### src/rtl/pc_sequencer.sv
// pc_sequencer: FETCH/DECODE/EXEC/UPDATE instruction-cycle controller with a fetch-wait timeout.
// Define PC_SEQ_RAS_EN to build in the internal return-address stack; otherwise raOut passes raIn.
module pc_sequencer #(
    parameter int MEM_TIMEOUT = 15,
    parameter int RAS_DEPTH   = 4
) (
    input  logic        clock,
    input  logic        reset,
    input  logic        stall,
    input  logic        memReady,
    input  logic [3:0]  opcode,
    input  logic [15:0] pcOut,
    input  logic [15:0] raIn,
    output logic [2:0]  pcSrc,
    output logic        pcWrite,
    output logic        memRead,
    output logic        irWrite,
    output logic [15:0] raOut,
    output logic        halted,
    output logic        fault,
    output logic [3:0]  rasCount
);

    // state  | meaning
    // FETCH  | fetch request outstanding, counting wait cycles
    // DECODE | instruction register load
    // EXEC   | opcode capture and HALT check
    // UPDATE | PC write, stack push/pop
    // HALT   | terminal, left only by reset
    // FAULT  | terminal fetch timeout, left only by reset
    typedef enum logic [2:0] {
        FETCH  = 3'd0,
        DECODE = 3'd1,
        EXEC   = 3'd2,
        UPDATE = 3'd3,
        HALT   = 3'd4,
        FAULT  = 3'd5
    } seqState;

    localparam logic [3:0] OP_RET    = 4'b0011;
    localparam logic [3:0] OP_CALL   = 4'b1000;
    localparam logic [3:0] OP_HALT   = 4'b1111;
    localparam logic [7:0] WAIT_LAST = 8'(MEM_TIMEOUT - 1);

    seqState    state;
    seqState    stateNext;
    logic [7:0] waitCnt;
    logic [7:0] waitCntNext;
    logic [3:0] opReg;
    logic [3:0] opRegNext;
    logic [2:0] pcSrcReg;
    logic [2:0] pcSrcNext;
    logic       memReadInt;
    logic       doPush;
    logic       doPop;

    function automatic logic [2:0] srcMap(input logic [3:0] op);
        case (op)
            4'b0000: return 3'b000;
            4'b0001: return 3'b001;
            4'b0010: return 3'b010;
            4'b0011: return 3'b011;
            4'b0100: return 3'b100;
            4'b0101: return 3'b101;
            4'b0110: return 3'b110;
            4'b0111: return 3'b111;
            4'b1000: return 3'b010;
            default: return 3'b000;
        endcase
    endfunction

    always_ff @(posedge clock or posedge reset) begin
        if (reset) begin
            state    <= FETCH;
            waitCnt  <= '0;
            opReg    <= '0;
            pcSrcReg <= '0;
        end else begin
            state    <= stateNext;
            waitCnt  <= waitCntNext;
            opReg    <= opRegNext;
            pcSrcReg <= pcSrcNext;
        end
    end

    // Every advancing branch is gated by !stall, so a stall freezes all state.
    always_comb begin
        stateNext   = state;
        waitCntNext = waitCnt;
        opRegNext   = opReg;
        pcSrcNext   = pcSrcReg;
        memReadInt  = 1'b0;
        irWrite     = 1'b0;
        pcWrite     = 1'b0;
        doPush      = 1'b0;
        doPop       = 1'b0;
        case (state)
            FETCH: begin
                memReadInt = 1'b1;
                if (!stall) begin
                    if (memReady) begin
                        stateNext   = DECODE;
                        waitCntNext = '0;
                    end else if (waitCnt == WAIT_LAST) begin
                        stateNext = FAULT;
                    end else begin
                        waitCntNext = waitCnt + 8'd1;
                    end
                end
            end
            DECODE: begin
                if (!stall) begin
                    irWrite   = 1'b1;
                    stateNext = EXEC;
                end
            end
            EXEC: begin
                if (!stall) begin
                    opRegNext = opcode;
                    pcSrcNext = srcMap(opcode);
                    stateNext = (opcode == OP_HALT) ? HALT : UPDATE;
                end
            end
            UPDATE: begin
                if (!stall) begin
                    pcWrite   = 1'b1;
                    doPush    = (opReg == OP_CALL);
                    doPop     = (opReg == OP_RET);
                    pcSrcNext = 3'b000;
                    stateNext = FETCH;
                end
            end
            HALT, FAULT: begin
                stateNext = state;
            end
            default: begin
                stateNext = FETCH;
            end
        endcase
    end

    assign pcSrc   = pcSrcReg;
    assign memRead = memReadInt & ~reset;
    assign halted  = (state == HALT);
    assign fault   = (state == FAULT);

`ifdef PC_SEQ_RAS_EN
    localparam int PW = (RAS_DEPTH > 1) ? $clog2(RAS_DEPTH) : 1;
    localparam logic [3:0] RAS_FULL = 4'(RAS_DEPTH);

    logic [15:0]   rasMem [RAS_DEPTH];
    logic [PW-1:0] rasPtr;
    logic [PW-1:0] rasTop;
    logic [3:0]    rasCnt;
    logic          unusedRas;

    // rasPtr is the next write slot; a push when full overwrites the oldest entry.
    assign rasTop = rasPtr - PW'(1);

    always_ff @(posedge clock or posedge reset) begin
        if (reset) begin
            rasPtr <= '0;
            rasCnt <= '0;
            for (int i = 0; i < RAS_DEPTH; i++) begin
                rasMem[i] <= '0;
            end
        end else if (doPush) begin
            rasMem[rasPtr] <= pcOut + 16'd1;
            rasPtr         <= rasPtr + PW'(1);
            if (rasCnt != RAS_FULL) begin
                rasCnt <= rasCnt + 4'd1;
            end
        end else if (doPop && (rasCnt != 4'd0)) begin
            rasPtr <= rasTop;
            rasCnt <= rasCnt - 4'd1;
        end
    end

    assign raOut     = (rasCnt == 4'd0) ? 16'h0000 : rasMem[rasTop];
    assign rasCount  = rasCnt;
    assign unusedRas = ^raIn;
`else
    logic unusedRas;

    assign raOut     = raIn;
    assign rasCount  = 4'd0;
    assign unusedRas = ^{pcOut, doPush, doPop, opReg};
`endif

endmodule

### config.mk
export PLATFORM = sky130hd
export DESIGN_NAME = pc_sequencer
export DESIGN_NICKNAME = d
export VERILOG_FILES = /design/src/rtl/pc_sequencer.sv
export SDC_FILE = /design/constraint.sdc
export NUM_CORES = 1
export LEC_CHECK = 0
export ABC_AREA = 1
export BUFFER_PORTS_ARGS = -buffer_cell sky130_fd_sc_hd__buf_2
export CORE_MARGIN = 8
export CORE_UTILIZATION = 41
export CTS_CLUSTER_DIAMETER = 60
export DETAILED_ROUTE_END_ITERATION = 6
export PLACE_DENSITY = 0.84
export RECOVER_POWER = 25
export SLEW_MARGIN = 15
export SYNTH_ARGS = -nofsm -noshare
export SYNTH_HDL_FRONTEND = slang
export SYNTH_SLANG_ARGS = --single-unit
### constraint.sdc
create_clock -name clock -period 1.95 [get_ports clock]
set_clock_uncertainty 0.15 [all_clocks]
set_input_delay 0 -clock clock [delete_from_list [all_inputs] [get_ports clock]]
set_output_delay 0 -clock clock [all_outputs]
set_load 0.01 [all_outputs]
# Yosys cells after proc, flatten, opt, wreduce, memory -nomap -nowiden
# Memory sizes are Yosys's and may differ from the RTL's.
# Index checks and enable logic that the tools add are counted.
[classes]
n_eq_ne = 13
n_mux = 16
bitwise = 4
reduce_logical = 6
addsub = 1
[ops]
columns = ["op", "n"]
rows = [
  ["$mux W3", 8],
  ["$mux W8", 2],
  ["$pmux W3 S5", 1],
  ["$ne A2 B2 Y1 const B", 5],
  ["$add A8 B1 Y8 const B", 1],
  ["$eq A8 B4 Y1 const B", 1],
  ["$eq A3 B2 Y1 const B", 2],
  ["$eq A3 B3 Y1 const B", 2],
  ["$pmux W3 S2", 1],
  ["$reduce_and A3 Y1", 2],
  ["$reduce_and A6 Y1", 1],
  ["$eq A4 B4 Y1 const B", 1],
  ["$mux W1", 4],
  ["$eq A3 B1 Y1 const B", 1],
  ["$logic_not A3 Y1", 1],
  ["$ne A3 B3 Y1 const B", 1],
  ["$not A1 Y1", 3],
  ["$reduce_bool A2 Y1", 1],
  ["$reduce_or A2 Y1", 1],
  ["$and A1 B1 Y1", 1],
]
[word_totals]
memories = 1
input_bits = 40
output_inout_bits = 28
mem_bits_ro = 48
regBits = 14
wordCells = 44
[memory_table]
columns = ["memory", "words", "width", "rd", "rd_ports_with_merged_regs", "wr", "line_no", "text"]
rows = [
  ["(no name shown)", 16, 3, 1, 0, 0, "58", "case (op)"],
]

# Logic depth before layout (Yosys ltp)
[logic_depth]
depth_word = 5
mapped_depth = 9
ltp_nobuf = 9

# Least setup slack after synthesis
# No wires, ideal clock.
[synth_path]
path_type = "reg2reg"
start = "reg waitCnt[0]"
end = "reg waitCnt[4]"
arrival_ps = 1128
path_stages_with_launch = 9
setup_slack_ps = 546
path_buffers = 1
period_less_slack_ps = 1404
setup_ps = 126
required_time_ps = 1674
path_cell_list = "dfrtp_1 -> inv_1 -> ha_1 -> nand2_1 -> nor2_1 -> nand3_1 -> nand2_2 -> buf_6 -> o21ai_0"
[synth_via]
elab_chain_len = 3
word_cells_on_any_way = 6
cone_classes = "add/sub (1); eq/ne (2); mux (2); reduce/logical (1)"
[synth_rtl]
columns = ["item", "line_no", "text"]
rows = [
  ["from (decl)", "47", "logic [7:0] waitCnt;"],
  ["from (signal assigned)", "80", "waitCnt <= waitCntNext;"],
  ["$add A8 B1 Y8 or $eq A8 B4 Y1 (tied branches)", "107, 104", ""],
  ["$mux W8 or $ne A2 B2 Y1 (tied branches)", "-", ""],
  ["$mux W8 or $reduce_and A3 Y1 (tied branches)", "-", ""],
]
# Parallel ways exist; a longest one is shown, timed or not. The select of a mux whose other input is x is not followed.
# A chain may end at the register's enable or synchronous reset.

# Final worst setup path
[layout_path]
start = "reg state[2]"
end = "reg pcSrcReg[1], in the netlist pcSrc[1]"
[layout_via]
elab_chain_len = 3
word_cells_on_any_way = 7
cone_classes = "eq/ne (4); mux (1); reduce/logical (2)"
[layout_rtl]
columns = ["item", "line_no", "text"]
rows = [
  ["from (decl)", "45", "seqState state;"],
  ["from (signal assigned)", "79", "state <= stateNext;"],
  ["$eq A3 B2 Y1 (on tied branches)", "-", ""],
  ["$ne A2 B2 Y1 (no source line) or $reduce_bool A2 Y1 (tied branches)", "-", ""],
  ["$reduce_and A3 Y1 (no source line)", "-", ""],
  ["to (signal assigned)", "82", "pcSrcReg <= pcSrcNext;"],
  ["to (decl)", "51", "logic [2:0] pcSrcReg;"],
]
# Parallel ways exist; a longest one is shown, timed or not.

==> summary.txt <==
Job
  • Max cap viols: 0

Routing
  • Drt via density: 4.589
  • Routed Antenna Nets: 0
  • DRT Pass-1 Iters: 4
  • Final WL: 2.229 mm
  • Via count: 950
  • # DRC: 0
  • Initial drt markers: 24
  • Drt wl/cell: 10.77 um

Setup path
  • Worst setup SP type: register
  • Depth of the most critical reg-to-reg path: 6
  • Critical-path maximum fanout: 8
  • Reg2reg setup slack: 0.18 ns
  • Worst R2R Start: state[2]$_DFFE_PP0P_
  • CP Launch Point: state[2]$_DFFE_PP0P_
  • Reg2reg end: pcSrc[1]$_DFFE_PP0P_
  • Critical path capture point: pcSrc[1]$_DFFE_PP0P_
  • CP required: 2.01 ns
  • CP endpoint kind: register
  • Arrival time worst endpoint: 1.84 ns
  • WS Path Type: register to register

Clock network
  • CTS root buffer: clkbuf_4
  • CTS buffer count: 3
  • H-Tree Depth: 1
  • Clk sinks: 14
  • Clk slew on worst S/H paths: 0.08 ns
  • Clk buf depth: 2
  • # Post-CTS Setup Buffers: 0
  • Clk_lat worst skew: 0.27 ns
  • CTS tree: yes

Placement
  • Port bufs: 15
  • Inst Count DP: 179
  • DP Wirelength: 1.453 mm
  • Pre-CTS WS: 0.4472 ns
  • Routability Congestion: 0.8718
  • Placed inst area: 987.2 um2

Final layout
  • Final core occ: 0.5190
  • ANT cells: 0
  • Share of layout cells above drive strength 1: 0.1299
  • Final Instance Count excl. Fillers: 207
  • Nets@finish: 221
  • Finished Cell Area: 1262 um2
  • Number of fill cells in the layout: 253
  • Area grow syn2layout: 23.20%

Logic synthesis
  • Synth Warn #: 0
  • Top post-synthesis cells by area: dfrtp_1, nand2_1, buf_4
  • Post-synth EDFFs: 0
  • Synth Flop Type: dfrtp_1
  • Post-synth top cells: nand2_1, buf_4, nor2_1
  • FF+latch count, synth: 14
  • Post-synthesis cell area: 1025 um2
  • Count leader, synth: nand2_1
  • Yosys top cell area share: 0.3419
  • Distinct cells, synth: 19
  • Gate Count Post-Synth: 152
  • Synth area leader: dfrtp_1
  • Async SR Flop Fraction: 1.000
  • Syn Area/Cell: 6.742 um2
  • Sequential share of the synthesized area: 0.3419

GRT
  • First-pass GRT wire length: 3.843 mm
  • GR Util All Layers: 0.1079
  • Vias in the first global route: 961
  • Largest net degree at the start of global routing: 15
  • Grt total ovfl: 0
  • Initial antenna violation count: 0

Die
  • Core area: 2432 um2
  • Die W: 66.00 um
  • I/O pins: 68
  • Die area: 4355 um2
  • FP Rows: 18
  • Chip height: 66.00 um
  • Initial core utilization: 0.4213

Timing
  • Final count of hold timing violations: 0
  • Hold Slack: 0.04413 ns
  • Setup ws final: 0.1770 ns
  • Worst Tran Pin Value: 0.5550 ns
  • Max Slew Vio Count: 0
  • Fmax: 564.0 MHz
  • Max-slew headroom: 0.6296
  • Fin crit share: 0.9092
  • Setup_tns: 0 ns
  • RSZ-0062 raised after global routing: false
  • Final setup fails: 0
  • Tmin final: 1.773 ns

Power and ir drop
  • Switching part of the total power: 0.4223
  • NetSw: 0.4636 mW
  • Pint: 0.6341 mW
  • Seq pwr share: 0.397
  • P_leak: 0.6458 nW
  • Pwr Total: 1.098 mW
  • Gate power share: 0.459
  • PD cells: 869.5 nW/um2
  • Peak supply drop: 0.6212 mV
  • Clock power share: 0.144

Run status
  • Status: completed

Worst hold path
  • Worst hold path type: input port to register
[layout make-up]
cell class / count / area (um2) / area share
flip-flops and latches: 14 / 350.3 / 0.2775
well taps: 30 / 37.54 / 0.02973
inverters: 17 / 63.81 / 0.05055
repair buffers: 40 / 325.3 / 0.2577
multi-input cells: 103 / 462.9 / 0.3667
clock buffers: 3 / 22.52 / 0.01784
[routing by layer]
metal | vias up | track usage | routed length, um
met5 | - | 0 | 0
met4 | 0 | 0.03200 | 0
met3 | 0 | 0.03220 | 163
met2 | 25 | 0.1985 | 1123
met1 | 424 | 0.1152 | 941
li1 | 501 | - | -
[worst min-delay path by stage]
stage | depth (start not counted) | to | from
after global routing | 5 | state[2]$_DFFE_PP0P_ | opcode[3]
after CTS | 5 | state[2]$_DFFE_PP0P_ | opcode[3]
final | 5 | state[2]$_DFFE_PP0P_ | opcode[3]
after global placement | 0 | raOut[0] | raIn[0]
after detailed placement | 0 | raOut[0] | raIn[0]
after floorplan | 1 | pcSrc[0]$_DFFE_PP0P_ | reset
[critical path, stage by stage, from the launching register on]
cell and delay, ns:
dfrtp_1 0.40, inv_2 0.11, nand3_1 0.16, nor2_2 0.16, o211ai_1 0.10, dlygate4sd3_1 0.56, nand2_1 0.06
[layout by cell type, fill, tap and decap left out]
| cell | Yosys | layout |
|---|---|---|
| inv_2 | 2 | 2 |
| buf_2 | 0 | 15 |
| nand3_1 | 13 | 13 |
| ha_1 | 2 | 2 |
| o211ai_1 | 1 | 1 |
| o21bai_1 | 2 | 2 |
| clkbuf_4 | 0 | 3 |
| nand3b_1 | 2 | 2 |
| inv_1 | 15 | 15 |
| nand2_2 | 1 | 1 |
| conb_1 | 1 | 4 |
| o21ai_0 | 8 | 8 |
| nor2_1 | 17 | 16 |
| nor3_1 | 2 | 2 |
| a21oi_1 | 1 | 1 |
| dfrtp_1 | 14 | 14 |
| nand4_1 | 1 | 1 |
| nand2_1 | 48 | 48 |
| dlygate4sd3_1 | 0 | 25 |
| nor2_2 | 1 | 2 |
[power groups by stage]
stage               sequential, mW  clock (mW)  combinational, mW
global route                 0.446       0.182              0.591
finish                       0.436       0.158              0.504
detailed placement           0.439           0              0.457
global placement             0.437           0              0.453
CTS                          0.434       0.168              0.509
floorplan                    0.440           0              0.376
[cells by family after synthesis]
| group | synth area share |
|---|---|
| other | 0.003659 |
| adder cells (fa/ha/maj) | 0.02442 |
| AND/OR/NAND/NOR | 0.3443 |
| flip-flops | 0.3419 |
| buffers and inverters | 0.2198 |
| AO/OA/AOI/OAI | 0.06593 |
[state kept, by name, indices dropped and copies added, names as in the netlist]
signal and flops:
waitCnt 8, pcSrc 3, state 3
[what timing repair did]
| item | 4_1_cts | 5_1_grt |
|---|---|---|
| hold buffers | 25 | 0 |
| endpoints found under the setup margin | 0 | 1 |
| endpoints found under the hold margin | 41 | 0 |
| gates resized for setup | 0 | 1 |
Note: power is estimated with default switching activity, not from simulation.
